`src/rtl/trig_pkg.sv`:
```
// Shared definitions for the trigger pulse receiver.
// Holds the FSM state encoding, channel count, DEAD holdoff multiplier and
// the widths of the counters used by trig_pulse_rx.
package trig_pkg;

  typedef enum logic [1:0] {
    ST_IDLE,
    ST_MEASURE,
    ST_WAITLOW,
    ST_DEAD
  } trig_state_t;

  localparam int unsigned NCHAN        = 16;
  localparam int unsigned DEAD_MULT    = 4;
  localparam int unsigned WIDTH_W      = 8;
  localparam int unsigned DEAD_W       = 10;
  localparam int unsigned TRIG_CNT_W   = 32;
  localparam int unsigned GLITCH_CNT_W = 16;
  localparam int unsigned TS_W         = 32;

  // A zero threshold behaves like a one-tick threshold.
  function automatic logic [WIDTH_W-1:0] eff_min(input logic [WIDTH_W-1:0] m);
    return (m == '0) ? WIDTH_W'(1) : m;
  endfunction

endpackage

```
`src/rtl/trig_pulse_rx_sync2.sv`:
```
// sync2: two-flop synchronizer, one pair of flops per bit.
// Ports:
//   clk  - system clock
//   rst  - synchronous active-high reset, clears both stages
//   d    - asynchronous input bits
//   q    - synchronized bits (two clk ticks of delay)
module sync2 #(
  parameter int unsigned WIDTH = 1
) (
  input  logic             clk,
  input  logic             rst,
  input  logic [WIDTH-1:0] d,
  output logic [WIDTH-1:0] q
);

  logic [WIDTH-1:0] meta;

  always_ff @(posedge clk) begin
    if (rst) begin
      meta <= '0;
      q    <= '0;
    end else begin
      meta <= d;
      q    <= meta;
    end
  end

endmodule

```
`src/rtl/trig_pulse_rx.sv`:
```
// trig_pulse_rx: qualifies trigger pulses arriving on 16 asynchronous coax
// lines. A pulse on any enabled line that lasts at least max(minticks,1)
// ticks produces a one-cycle trig_pulse; shorter pulses count as glitches.
// After an accepted pulse ends, inputs are ignored for deadticks*4 ticks.
//
// Ports:
//   clk          - 200 MHz system clock
//   rst          - synchronous active-high reset
//   coax_in      - asynchronous trigger lines, active-high
//   chan_mask    - 1 = channel enabled (sampled live)
//   minticks     - minimum qualifying width in ticks, 0 treated as 1 (live)
//   deadticks    - holdoff after pulse end in units of 4 ticks (live)
//   trig_pulse   - one-cycle strobe per accepted trigger
//   trig_chans   - OR of masked channels seen during the accepted pulse
//   pulse_width  - width of last accepted pulse, saturating at 255
//   trig_count   - accepted triggers, wraps
//   glitch_count - rejected pulses, saturating at 0xFFFF
//   busy         - high whenever the FSM is not IDLE
//   trig_time    - timestamp of last accepted trigger
//
// Build option: define TRIG_RX_TIMESTAMP_EN to latch a free-running tick
// counter into trig_time on each strobe; otherwise trig_time is tied to 0.
module trig_pulse_rx
  import trig_pkg::*;
(
  input  logic                    clk,
  input  logic                    rst,
  input  logic [NCHAN-1:0]        coax_in,
  input  logic [NCHAN-1:0]        chan_mask,
  input  logic [WIDTH_W-1:0]      minticks,
  input  logic [7:0]              deadticks,
  output logic                    trig_pulse,
  output logic [NCHAN-1:0]        trig_chans,
  output logic [WIDTH_W-1:0]      pulse_width,
  output logic [TRIG_CNT_W-1:0]   trig_count,
  output logic [GLITCH_CNT_W-1:0] glitch_count,
  output logic                    busy,
  output logic [TS_W-1:0]         trig_time
);

  trig_state_t        state, state_n;
  logic [NCHAN-1:0]   sync;
  logic [NCHAN-1:0]   masked;
  logic               act;
  logic [WIDTH_W-1:0] thr;
  logic [DEAD_W-1:0]  dead_lim;
  logic [DEAD_W-1:0]  dead_inc;

  logic [WIDTH_W-1:0] width, width_n, width_inc;
  logic [NCHAN-1:0]   chans, chans_n;
  logic [DEAD_W-1:0]  dead_cnt, dead_cnt_n;
  logic [WIDTH_W-1:0] pulse_width_n;
  logic [NCHAN-1:0]   trig_chans_n;
  logic               strobe;
  logic               glitch;

  sync2 #(.WIDTH(NCHAN)) u_sync (
    .clk (clk),
    .rst (rst),
    .d   (coax_in),
    .q   (sync)
  );

  assign masked    = sync & chan_mask;
  assign act       = |masked;
  assign thr       = eff_min(minticks);
  // At most 255*4 = 1020, so 10 bits never overflow.
  assign dead_lim  = DEAD_W'(deadticks) * DEAD_W'(DEAD_MULT);
  assign dead_inc  = dead_cnt + DEAD_W'(1);
  assign width_inc = (width == '1) ? width : width + WIDTH_W'(1);

  always_ff @(posedge clk) begin
    if (rst) state <= ST_IDLE;
    else     state <= state_n;
  end

  always_comb begin
    state_n       = state;
    width_n       = width;
    chans_n       = chans;
    dead_cnt_n    = dead_cnt;
    pulse_width_n = pulse_width;
    trig_chans_n  = trig_chans;
    strobe        = 1'b0;
    glitch        = 1'b0;
    unique case (state)
      ST_IDLE: begin
        if (act) begin
          state_n = ST_MEASURE;
          width_n = WIDTH_W'(1);
          chans_n = masked;
        end
      end
      ST_MEASURE: begin
        // Qualification is judged on the width already accumulated, so the
        // strobe lands in the cycle the count reaches the threshold.
        if (width >= thr) begin
          strobe  = 1'b1;
          state_n = ST_WAITLOW;
          if (act) begin
            width_n = width_inc;
            chans_n = chans | masked;
          end
        end else if (!act) begin
          glitch  = 1'b1;
          state_n = ST_IDLE;
        end else begin
          width_n = width_inc;
          chans_n = chans | masked;
        end
      end
      ST_WAITLOW: begin
        if (act) begin
          width_n = width_inc;
          chans_n = chans | masked;
        end else begin
          pulse_width_n = width;
          trig_chans_n  = chans;
          dead_cnt_n    = '0;
          state_n       = ST_DEAD;
        end
      end
      ST_DEAD: begin
        // A zero limit still spends exactly one cycle here.
        if (dead_inc >= dead_lim) state_n = ST_IDLE;
        else                      dead_cnt_n = dead_inc;
      end
      default: state_n = ST_IDLE;
    endcase
  end

  always_ff @(posedge clk) begin
    if (rst) begin
      width        <= '0;
      chans        <= '0;
      dead_cnt     <= '0;
      pulse_width  <= '0;
      trig_chans   <= '0;
      trig_count   <= '0;
      glitch_count <= '0;
    end else begin
      width       <= width_n;
      chans       <= chans_n;
      dead_cnt    <= dead_cnt_n;
      pulse_width <= pulse_width_n;
      trig_chans  <= trig_chans_n;
      if (strobe) trig_count <= trig_count + TRIG_CNT_W'(1);
      if (glitch && (glitch_count != '1))
        glitch_count <= glitch_count + GLITCH_CNT_W'(1);
    end
  end

  assign trig_pulse = strobe && !rst;
  assign busy       = (state != ST_IDLE);

`ifdef TRIG_RX_TIMESTAMP_EN
  logic [TS_W-1:0] tick_cnt;
  logic [TS_W-1:0] trig_time_q;

  always_ff @(posedge clk) begin
    if (rst) begin
      tick_cnt    <= '0;
      trig_time_q <= '0;
    end else begin
      tick_cnt <= tick_cnt + TS_W'(1);
      if (strobe) trig_time_q <= tick_cnt;
    end
  end

  assign trig_time = trig_time_q;
`else
  assign trig_time = '0;
`endif

endmodule
```
`config.mk`:
```
export PLATFORM = sky130hd
export DESIGN_NAME = trig_pulse_rx
export DESIGN_NICKNAME = d
export VERILOG_FILES = /design/src/rtl/trig_pkg.sv /design/src/rtl/trig_pulse_rx_sync2.sv /design/src/rtl/trig_pulse_rx.sv
export SDC_FILE = /design/constraint.sdc
export NUM_CORES = 1
export LEC_CHECK = 0
export BUFFER_PORTS_ARGS = -buffer_cell sky130_fd_sc_hd__buf_4
export CAP_MARGIN = 30
export CORE_AREA = 2 2 117 119
export DETAILED_ROUTE_END_ITERATION = 10
export DIE_AREA = 0 0 119 121
export GPL_TIMING_DRIVEN = 0
export HOLD_SLACK_MARGIN = 0.15
export PLACE_DENSITY = 0.78
export SYNTH_ARGS = -nofsm -noshare
export SYNTH_HDL_FRONTEND = slang
export SYNTH_SLANG_ARGS = --single-unit
export TNS_END_PERCENT = 20
```
`constraint.sdc`:
```
create_clock -name clk -period 3.6 [get_ports clk]
set_clock_uncertainty 0.1 [all_clocks]
set_input_delay 0.36 -clock clk [delete_from_list [all_inputs] [get_ports clk]]
set_output_delay 0.36 -clock clk [all_outputs]
set_load 0.05 [all_outputs]
```
==> results.txt, run 1 <==
The critical path starts at dead_cnt[2]. The total number of vias is 6021. The final layout contains routed wiring with a total length of between 15000 and 20000 um. Based on the critical path, the design can be clocked at up to between 300 and 400 MHz. The time the worst path needs with I/O delays and setup is ~3.1 ns. After global routing the overflow that remains totals 0. The maximum number of pins on one net before global-route repair came out at 17.

The site row count came out at 42. Counting flops and latches in the post-synthesis netlist gives between 100 and 150. Clock-pin slew was measured on the worst setup and hold paths at about 0.060 ns. The diode insertion count for antenna repair is 0.

Ranked by total cell area, the synthesized netlist is headed by dfxtp_1, ha_1, a21oi_1. The deepest clock path buffer count is 2. The area growth from synthesis to layout is 33.3%. Of the cells placed in the final design, the portion with a size suffix greater than 1 is 0.224. The internal reg-to-reg setup slack came out at approximately 0.48 ns.

The net switching share of the total power came out at 0.277. The count of final hold-check violations came out at 0. The worst-skew pair later-pin latency came out at 0.43 ns.

The post-route DRC violation count came out at 0. Setup repair after global routing left no endpoint under its margin. TritonCTS built the clock tree.

The clock sink count came out at 140. The slew of the pin with the lowest slew margin came out at around 0.89 ns. The chip height is 121 um. The detailed-route wire length per cell came out at around 15 um. The number of filler instances in the final layout is 1044. The total power density per cell area is approximately 440 nW/um2. After synthesis, the mean cell area works out to about 8.8 um2.

The critical path capture point is dead_cnt[8]. The root cell of the clock tree is clkbuf_16. The detailed router finished its first iteration with between 600 and 700 violations. The static leakage power is between 3 and 4 nW. The final critical-path share of the clock period came out at 0.867.

The final count of pins violating max slew came out at 0. The combined area of all synthesized cells is approximately 6500 um2. The data required time at the worst endpoint came out at around 3.8 ns. The depth of the worst register-to-register path is 10. The H-tree depth is 4. Synthesis handed over a netlist of between 700 and 800 instances. The flow ran to the end, and the final reports show no timing, DRC or antenna violations. dfxtp_1 takes more of the synthesized area than any other cell. The count of yosys warnings during synthesis came out at 0.

In this run the tool buffered the top-level ports with around 120 buffer cells. For this run, the detailed router's first-pass iteration total came to 5. Once detail routing completed, the nets flagged for antenna violations numbered 0. The worst supply voltage drop on vdd came out at 366 uV.

The type of element launching the critical path is a flip-flop. The final estimated routing congestion in global placement is 0.889. The tool flagged a number of max-cap violations equal to 0. The area share of the largest cell type after synthesis came out at 0.433. The number of endpoints failing setup at the final stage came out at 0. The number of buffers inserted during clock tree synthesis came out at 17. The clock group share of total power came out at 0.446.

The sequential share of the synthesized area came out at 0.433. The worst hold path belongs to the class reg2reg. The HPWL after detailed placement is 11400 um. The worst relative slew slack is 0.402.

The internal power came out at 2.77 mW. The first-pass GRT wire length came out at 26700 um. During I/O placement, the number of pins put on the boundary was ~160. The via count of the first global-routing pass came out at roughly 5500. In the global route stage, overall resource usage came out at 0.233. For this configuration, the core starts out at a cell density of 0.495. Yosys mapped a number of flops with a built-in enable equal to 0. In this run the worst path has a maximum fanout of 10. Summing all multi-input logic gate instances after layout gives ~3300 um2. The minimum hold slack came out at 0.335 ns.

The worst setup path is captured at a flip-flop. The critical path is of the reg2reg type. The die extent in x is 119 um. The share of total power dissipated in combinational logic is 0.133. The post-detailed-route via-to-cell ratio came out at ~5.3. The area enclosed by the die boundary came out at ~14000 um2. For this run, the leading register cell type out of synthesis is dfxtp_1. The initial antenna violation count was 0.

By count the netlist is led by dfxtp_1, nand2_1, a21oi_1. Power comes to roughly 3.8 mW. The capturing point of the worst reg2reg path is dead_cnt[8]. The share of total power dissipated in sequential elements is 0.422.

The dominant cell by count in the synthesized netlist is dfxtp_1. The number of library cell types mapped by synthesis came out at 56. The post-route setup TNS came out at 0 ns. The post-layout net count came out at 1016. For the worst setup path, the data arrival time is 3.30 ns. The flip-flop and latch area is 2800 um2. The critical register-to-register path startpoint is dead_cnt[2]. The power dissipated by switching net loads is ~1.1 mW.

The fraction of registers with async set/reset is 0. The total core area is around 13000 um2.
-- cells by family (layout without fill, tap and decap cells) --
family,after synthesis,in the layout,synth area share
and+or+nand+nor,296,296,0.242
AOI/OAI and AO/OA,142,142,0.143
DFF,140,140,0.433
buffers and inverters,91,278,0.0761
xor gates and xnor gates,29,29,0.0392
adders and majority gates,26,26,0.0502
muxes,10,10,0.0166
other,1,32,0.000579
-- worst max-delay path, cell delays in order, from the launching register on --
cell and delay, ns:
dfxtp_1 0.40, and3_1 0.19, and3_1 0.21, nand3_1 0.14, xnor2_1 0.16, ha_1 0.29
a22o_1 0.23, o41ai_1 0.53, a22oi_1 0.38, o21ai_0 0.26, a21oi_1 0.08
-- how the worst min path moves through the flow --
stage / start / endpoint / cells after the start
final: u_sync.meta[9] / u_sync.q[9] / 1
after global routing: u_sync.meta[9] / u_sync.q[9] / 1
after CTS: u_sync.meta[3] / u_sync.q[3] / 1
after floorplan: u_sync.meta[0] / u_sync.q[0] / 1
after global placement: u_sync.meta[3] / u_sync.q[3] / 1
after detailed placement: u_sync.meta[3] / u_sync.q[3] / 1
-- power groups by stage --
stage                     sequential [mW]  combinational, mW  clock, mW
final                                1.61              0.508       1.71
after global routing                 1.62              0.547       1.80
after CTS                            1.61              0.501       1.72
after floorplan                      1.65              0.336          0
after detailed placement             1.65              0.470          0
after global placement               1.65              0.466          0
-- metrics by stage --
step | util | cells | cell area, um2 | setup WS (ns)
global placement | 0.591 | 1065 | 7730 | 0.583
CTS | 0.659 | 1129 | 8630 | 0.526
finish | 0.659 | 1129 | 8630 | 0.478
floorplan | - | 766 | 6590 | 0.906
global route | 0.659 | 1129 | 8630 | 0.260
detailed placement | 0.591 | 1065 | 7730 | 0.565
-- state kept, by name (all words and copies together), names as in the netlist, named ones only --
register and count:
trig_count 32, chans 16, glitch_count 16, trig_chans 16
u_sync.meta 16, u_sync.q 16, dead_cnt 10, pulse_width 8
width 8, state 1
-- cell type report --
class / instances / area share
multi-input combinational: 535 / 0.382
inverter: 26 / 0.0113
clock inverter: 13 / 0.0151
buffer: 65 / 0.0458
timing repair buffer: 155 / 0.144
clock buffer: 19 / 0.0513
sequential: 140 / 0.325
tap: 176 / 0.0255
-- repair_timing --
action	4_1_cts	5_1_grt
endpoints found under the hold margin	32	0
resized for setup	0	0
setup endpoints to repair	0	0
buffers inserted	0	0
hold buffers	32	0
-- metal layers --
layer / global-route usage / wire [um]
met5: 0 / 0
met4: 0.101 / 436
met3: 0.0620 / 935
met2: 0.384 / 8100
met1: 0.287 / 7320
-- layout by cell type (no fill, tap or decap), types with 13 or more instances in the layout --
| cell | synthesis | routed |
|---|---|---|
| clkbuf_16 | 0 | 17 |
| buf_4 | 34 | 157 |
| nand3_1 | 22 | 22 |
| nand4_1 | 22 | 22 |
| a32o_1 | 16 | 16 |
| nand2_1 | 80 | 80 |
| dfxtp_1 | 140 | 140 |
| nor2_1 | 42 | 42 |
| xnor2_1 | 23 | 23 |
| ha_1 | 26 | 26 |
| dlygate4sd3_1 | 0 | 32 |
| clkbuf_1 | 21 | 22 |
| nor2b_1 | 39 | 39 |
| or4_1 | 13 | 13 |
| o21ai_0 | 31 | 31 |
| a21oi_1 | 60 | 60 |
| nor3_1 | 14 | 14 |
| conb_1 | 1 | 32 |
| inv_1 | 25 | 25 |
| or3_1 | 17 | 17 |
| nor4_1 | 13 | 13 |
Note: power is estimated with default switching activity, not from simulation.
==> run 2, diff against run 1 <==
ABC_AREA = 1   (was default)
CORE_AREA = 2 2 122 124   (was 2 2 117 119)
DIE_AREA = 0 0 124 126   (was 0 0 119 121)
PLACE_DENSITY = 0.77   (was 0.78)
==> results.txt, run 2 <==
In this run the worst hold path is classified as in2reg. The most common cell after layout, fill and taps aside is nand2_1. The total power density per cell area is 518 nW/um2 (+17%).

The initial antenna violation count came to 0 (unchanged). The area enclosed by the die boundary came out at 15600 um2 (+8.5%). The global-route usage over all layers came out at 0.235 (+0.00169). The critical path's most frequent cell is nand2_1.

The post-detailed-route via-to-cell ratio came out at 4.84 (-9.2%). The count of final hold-check violations came out at 0 (unchanged). The worst relative slew slack came out at 0.563 (+0.161). The area of placed instances came out at 8290 um2 (+7.2%). The port buffer count came to 122 (-0.81%). The clock tree from TritonCTS is yes. The slew of the pin with the lowest slew margin came out at 0.655 ns (-0.235 ns).

The number of DRC violations after detailed-routing iteration 0 came out at 461 (-24%). The post-cts repair resize count came out at 0 (unchanged). The number of top-level pins is 156 (unchanged). The worst supply voltage drop on vdd is 359 uV (-2.0%). By area the synthesized netlist is led by dfxtp_1, nand2_1, inv_1. The clock sink count is 140 (unchanged). The initial core utilization is 0.491 (-0.00358). The deepest clock path buffer count came out at 2 (unchanged). The final critical-path share of the clock period came out at 0.879 (+0.0122). The largest driver fanout on the critical path came out at 10 (unchanged). The fraction of registers with async set/reset is 0 (unchanged). The site row count came to 44 (+4.8%).

The total overflow reported by the global router came out at 0 (unchanged). The remaining number of nets flagged by the antenna check after routing came to 0 (unchanged). The area growth from synthesis to layout came out at 29.8%.

The reported max-cap violation count came out at 0 (unchanged). The area share of the largest cell type after synthesis was 0.399 (-0.0343). The final estimated routing congestion in global placement came out at 0.945 (+6.2%). In this run the clock root is driven by a clkbuf_16. The worst-skew pair later-pin latency came out at 0.42 ns (about the same).

The data required time at the worst endpoint came out at 3.14 ns (-0.64 ns). The number of enable-type register cells in the synthesized netlist was 0 (unchanged). The library cell with the largest summed area after synthesis is dfxtp_1. The post-route DRC violation count is 0 (unchanged).

The type of element launching the critical path is a flip-flop. The number of endpoints failing setup at the final stage is 0 (unchanged). The largest stage delay on the critical path is 0.47 ns (-0.06 ns). The maximum clock frequency is 316 MHz (-1.4%). The final wirelength is 17900 um (+6.3%).

The count of yosys warnings during synthesis came out at 0 (unchanged). The chip height came out at 126 um (+4.1%). The share of final-layout standard cells stronger than drive strength 1 came to 0.186 (-0.0372). The total power of the final layout came out at 4.73 mW (+24%). The die extent in x came out at 124 um (+4.2%). The via count of the first global-routing pass is 6271 (+15%).

The worst path arrival time came out at 2.71 ns (-0.59 ns). The number of buffers inserted during clock tree synthesis was 17 (unchanged). The flow ran to the end, and the final reports show no timing, DRC or antenna violations. The combined area of all synthesized cells came out at 7030 um2 (+8.6%). The maximum number of pins on one net before global-route repair came to 17 (unchanged). The synthesized area per cell is 7.04 um2 (-20%). Counting flops per register, the top entry is trig_count. The count of TritonRoute iterations in the first routing pass is 5 (unchanged). The clock edge transition at the registers on the reported setup and hold paths came out at 0.06 ns (about the same). The number of flip-flops in the largest register came to 32 (unchanged). The gate count after technology mapping came out at 999 (+36%). Ranked by instance count, the synthesized netlist is headed by nand2_1, inv_1, dfxtp_1. The H-tree depth came to 4 (unchanged). The final count of pins violating max slew is 0 (unchanged). The sequential share of the synthesized area came to 0.399 (-0.0343). STA classifies the critical path endpoint as a primary output. The worst setup path is of the reg2out kind. The first-pass GRT wire length was 29000 um (+8.7%). The register bit total from synthesis is 140 (unchanged). The time the worst path needs with I/O delays and setup came out at 3.17 ns (+0.0438 ns). The static leakage power was 4.23 nW (+20%). The HPWL after detailed placement came out at 13100 um (+15%). The total number of vias is 6742 (+12%). The number of library cell types mapped by synthesis was 43 (-23%). Traced cell by cell, the critical path runs through inv_1 -> ha_1 -> nand2_1 -> nand3_1 -> nand2_1 -> nand2_1 -> nand2_1 -> nand2_1 -> nand2_2 -> clkbuf_1 -> nor2_1 -> buf_4. Setup repair after global routing left no endpoint under its margin.

The final instance area came to 9130 um2 (+5.8%). The post-layout net count was 1271 (+25%). The diode insertion count for antenna repair came out at 0 (unchanged). The total core area was 14300 um2 (+9.4%). The count of non-filler cells in the finished layout came to 1392 (+23%).

The dominant cell by count in the synthesized netlist is nand2_1. The cell count after placement came to 1336 (+25%). The top cell types in the final layout, fill and taps aside, are nand2_1, buf_4, inv_1, dfxtp_1, nor2_1. The detailed-route wire length per cell was 12.8 um (-14%). The post-route setup TNS came to 0 ns (unchanged).

The slowest stage of the critical path is the clkbuf_1 cell. The dominant register cell in the synthesized netlist is dfxtp_1.
## run 2: cell types whose count changed after synthesis, sizes merged, moves of 13 or more
cell	change
nand2	+116
inv	+124
nor2	+107
nor2b	-39
o21ai	+30
or3	-17
or4	-13
xnor2	-14
a32o	-16
nand3	+33
## run 2: logic make-up (layout without fill, tap and decap cells)
group	Yosys count	in the layout	share of synthesized area
AOI/OAI and AO/OA	142	142	0.106
xor gates and xnor gates	23	23	0.0286
adders and majority gates	26	26	0.0463
buffers and inverters	211	389	0.134
DFF	140	140	0.399
other	1	32	0.000533
and+or+nand+nor	456	456	0.286
## run 2: metal layers
metal	track usage	wire (um)	vias to the layer above	share of wire
met3	0.0575	1020	25	0.057
met1	0.297	7970	3017	0.45
li1	-	-	3497	-
met2	0.388	8620	203	0.48
met5	0	0	-	0
met4	0.0813	247	0	0.014
## run 2: final cells by class
class | instances | area (um2)
fill | 1281 | 5180
multi-input combinational | 679 | 3400
sequential | 140 | 2800
timing repair buffer | 146 | 1160
inverter | 150 | 566
clock buffer | 21 | 460
buffer | 61 | 375
tap | 184 | 230
clock inverter | 11 | 134
## run 2: repair_timing
item                                   in CTS  in global routing
endpoints found under the hold margin      24                  0
hold buffers                               24                  0
buffers inserted                            0                  0
## run 2: critical path: cells and delay by family, from the launching register on
kind | cells | cell delay [ns]
buffers and inverters | 3 | 0.81
flip-flops | 1 | 0.40
AND/OR/NAND/NOR | 8 | 0.78
adder cells (fa/ha/maj) | 1 | 0.30
## run 2: metrics by stage
step	hold WS (ns)	setup WS, ns	utilization
after floorplan	0.288	0.834	-
after global placement	0.289	0.541	0.579
after detailed placement	0.294	0.516	0.579
after CTS	0.152	0.431	0.638
after global routing	0.169	0.00140	0.638
final	0.160	0.434	0.638
## run 2: worst paths after layout
kind,startpoint,end,depth (start not counted),slack (ns)
max reg2reg,dead_cnt[0],dead_cnt[8],15,0.47
max,width[0],trig_pulse,12,0.43
min reg2reg,u_sync.meta[12],u_sync.q[12],2,0.30
min,chan_mask[6],chans[6],3,0.16
## run 2: report_power, final
part / internal [mW] / switching, mW / leakage [nW]
Combinational: 0.381 / 0.814 / 2.80
Sequential: 1.68 / 0.0971 / 1.14
Clock: 1.07 / 0.691 / 0.289
==> run 3, diff against run 2 <==
BUFFER_PORTS_ARGS = -buffer_cell sky130_fd_sc_hd__clkbuf_2   (was -buffer_cell sky130_fd_sc_hd__buf_4)
==> results.txt, run 3 (synthesized netlist as in run 2, its figures left out) <==
The launching element of the worst setup path is width[0]. The total power of the final layout came out at 4.69 mW (-0.77%). The site row count came out at 44 (unchanged). The number of endpoints failing setup at the final stage was 0 (unchanged).

The H-tree depth is 4 (unchanged). The clock sink count is 140 (unchanged). Ranked by flip-flop count, first place goes to trig_count. The total power density per cell area came to 528 nW/um2 (+1.9%).

The post-route DRC violation count is 0 (unchanged). The clock edge transition at the registers on the reported setup and hold paths came out at 0.06 ns (about the same). The post-layout net count was 1277 (+0.47%). The area growth from synthesis to layout is 26.4%. The worst-skew pair later-pin latency was 0.43 ns (about the same). The area enclosed by the die boundary is 15600 um2 (unchanged). The slew of the pin with the lowest slew margin is 0.652 ns (-0.00352 ns). The final estimated routing congestion in global placement is 0.937 (-0.83%). The worst supply voltage drop on vdd came out at 369 uV (+3.0%). The die extent in x was 124 um (unchanged).

The total core area came out at 14300 um2 (unchanged). The final critical-path share of the clock period is 0.888 (+0.00861). The time the worst path needs with I/O delays and setup came out at 3.20 ns (+0.0310 ns). The worst path arrival time is 2.74 ns (+0.03 ns). The cell count after placement came out at 1336 (unchanged). The largest driver fanout on the critical path is 10 (unchanged). The initial core utilization is 0.491 (unchanged). The total number of vias came out at 6766 (+0.36%). The maximum clock frequency is 313 MHz (-0.97%). The initial antenna violation count is 0 (unchanged).

The detailed-route wire length per cell came to 12.8 um (-0.28%). The chip height is 126 um (unchanged). The diode insertion count for antenna repair came out at 0 (unchanged). The library cell used most frequently in the layout, excluding fill and tap cells, is nand2_1. The port buffer count is 122 (unchanged).

The worst hold path belongs to the class in2reg. In this run the most critical hold path is launched from chan_mask[6]. The number of flip-flops in the largest register is 32 (unchanged).

The post-detailed-route via-to-cell ratio is 4.84 (about the same). The data required time at the worst endpoint is 3.14 ns (about the same). The remaining number of nets flagged by the antenna check after routing came out at 0 (unchanged).

The count of non-filler cells in the finished layout came out at 1398 (+0.43%). The minimum hold slack was 0.150 ns (-0.0104 ns). The static leakage power came out at 4.17 nW (-1.5%). The first-pass GRT wire length is 28600 um (-1.3%).

The post-CTS setup buffer count is 0 (unchanged). The number of buffers inserted during clock tree synthesis came out at 17 (unchanged). The critical path endpoint category is a primary output. The run finished with clean final reports.

The share of final-layout standard cells stronger than drive strength 1 came out at 0.186 (about the same). Clock tree synthesis selected as its root buffer the cell clkbuf_16. The count of final hold-check violations is 0 (unchanged). The via count of the first global-routing pass came out at 6140 (-2.1%). The type of element launching the critical path is a flip-flop.

The number of top-level pins came out at 156 (unchanged). The worst relative slew slack is 0.563 (-0.000567). The total overflow reported by the global router came out at 0 (unchanged). The global-route usage over all layers is 0.234 (-0.000552). TritonCTS built the clock tree. The worst setup path is of the reg2out kind. The maximum number of pins on one net before global-route repair was 17 (unchanged).

The deepest clock path buffer count came out at 2 (unchanged). The count of TritonRoute iterations in the first routing pass came out at 5 (unchanged). The HPWL after detailed placement came to 13100 um (-0.21%).

The worst register-to-register path begins at dead_cnt[0]. The post-route setup TNS was 0 ns (unchanged). Setup repair after global routing left no endpoint under its margin. In the layout the commonest cells are nand2_1, inv_1, dfxtp_1, nor2_1, clkbuf_2.

The final wirelength is 17900 um (+0.15%). The final count of pins violating max slew came out at 0 (unchanged). The number of DRC violations after detailed-routing iteration 0 came out at 401 (-13%). The reported max-cap violation count came out at 0 (unchanged).
run 3: cell types whose count changed in the layout (fill, tap and decap cells not counted):
cell	delta
buf_4	-122
clkinv_4	-1
clkbuf_2	+122
inv_6	+2
clkbuf_1	-1
dlygate4sd3_1	+6
inv_8	+1
clkbuf_8	-1
run 3: timing repair:
item	CTS	global route
hold buffers	30	0
endpoints found under the hold margin	30	0
resized for setup	0	0
run 3: metal layers:
metal | part of all wire | global-route usage | up-vias
li1 | - | - | 3515
met5 | 0 | 0 | -
met3 | 0.067 | 0.0639 | 26
met1 | 0.43 | 0.292 | 3017
met2 | 0.48 | 0.387 | 208
met4 | 0.019 | 0.0806 | 0
run 3: final cells by class:
cell class / count / area (um2)
Clock buffer: 19 / 443
Buffer: 61 / 375
Timing Repair Buffer: 152 / 911
Clock inverter: 13 / 154
Inverter: 150 / 566
Tap cell: 184 / 230
Fill cell: 1262 / 5430
Sequential cell: 140 / 2800
Multi-Input combinational cell: 679 / 3400
run 3: worst paths after layout:
| path | endpoint | slack, ns | cells after the start |
|---|---|---|---|
| hold reg to reg | u_sync.q[10] | 0.30 | 2 |
| hold / removal | chans[6] | 0.15 | 3 |
| setup reg to reg | dead_cnt[1] | 0.51 | 15 |
| setup / recovery | trig_pulse | 0.40 | 12 |
run 3: power breakdown:
| group | internal (mW) | total [mW] | switching (mW) |
|---|---|---|---|
| combinational | 0.342 | 1.16 | 0.814 |
| clock | 1.06 | 1.77 | 0.710 |
| sequential | 1.68 | 1.77 | 0.0933 |
run 3: metrics by stage:
step                      worst slack (ns)  instance area [um2]   util
after global routing                0.0821                 8890  0.621
after detailed placement             0.507                 7990  0.558
after floorplan                      0.834                 7150      -
after global placement               0.526                 7990  0.558
after CTS                            0.377                 8890  0.621
final                                0.403                 8890  0.621
run 3: worst max-delay path, cell delays in order (launching register included):
cell      delay (ns)
dfxtp_1         0.40
inv_1           0.13
ha_1            0.30
nand2_1         0.06
nand3_1         0.08
nand2_1         0.06
nand2_1         0.07
nand2_1         0.06
nand2_1         0.16
nand2_2         0.20
clkbuf_1        0.45
nor2_1          0.07
clkbuf_2        0.25
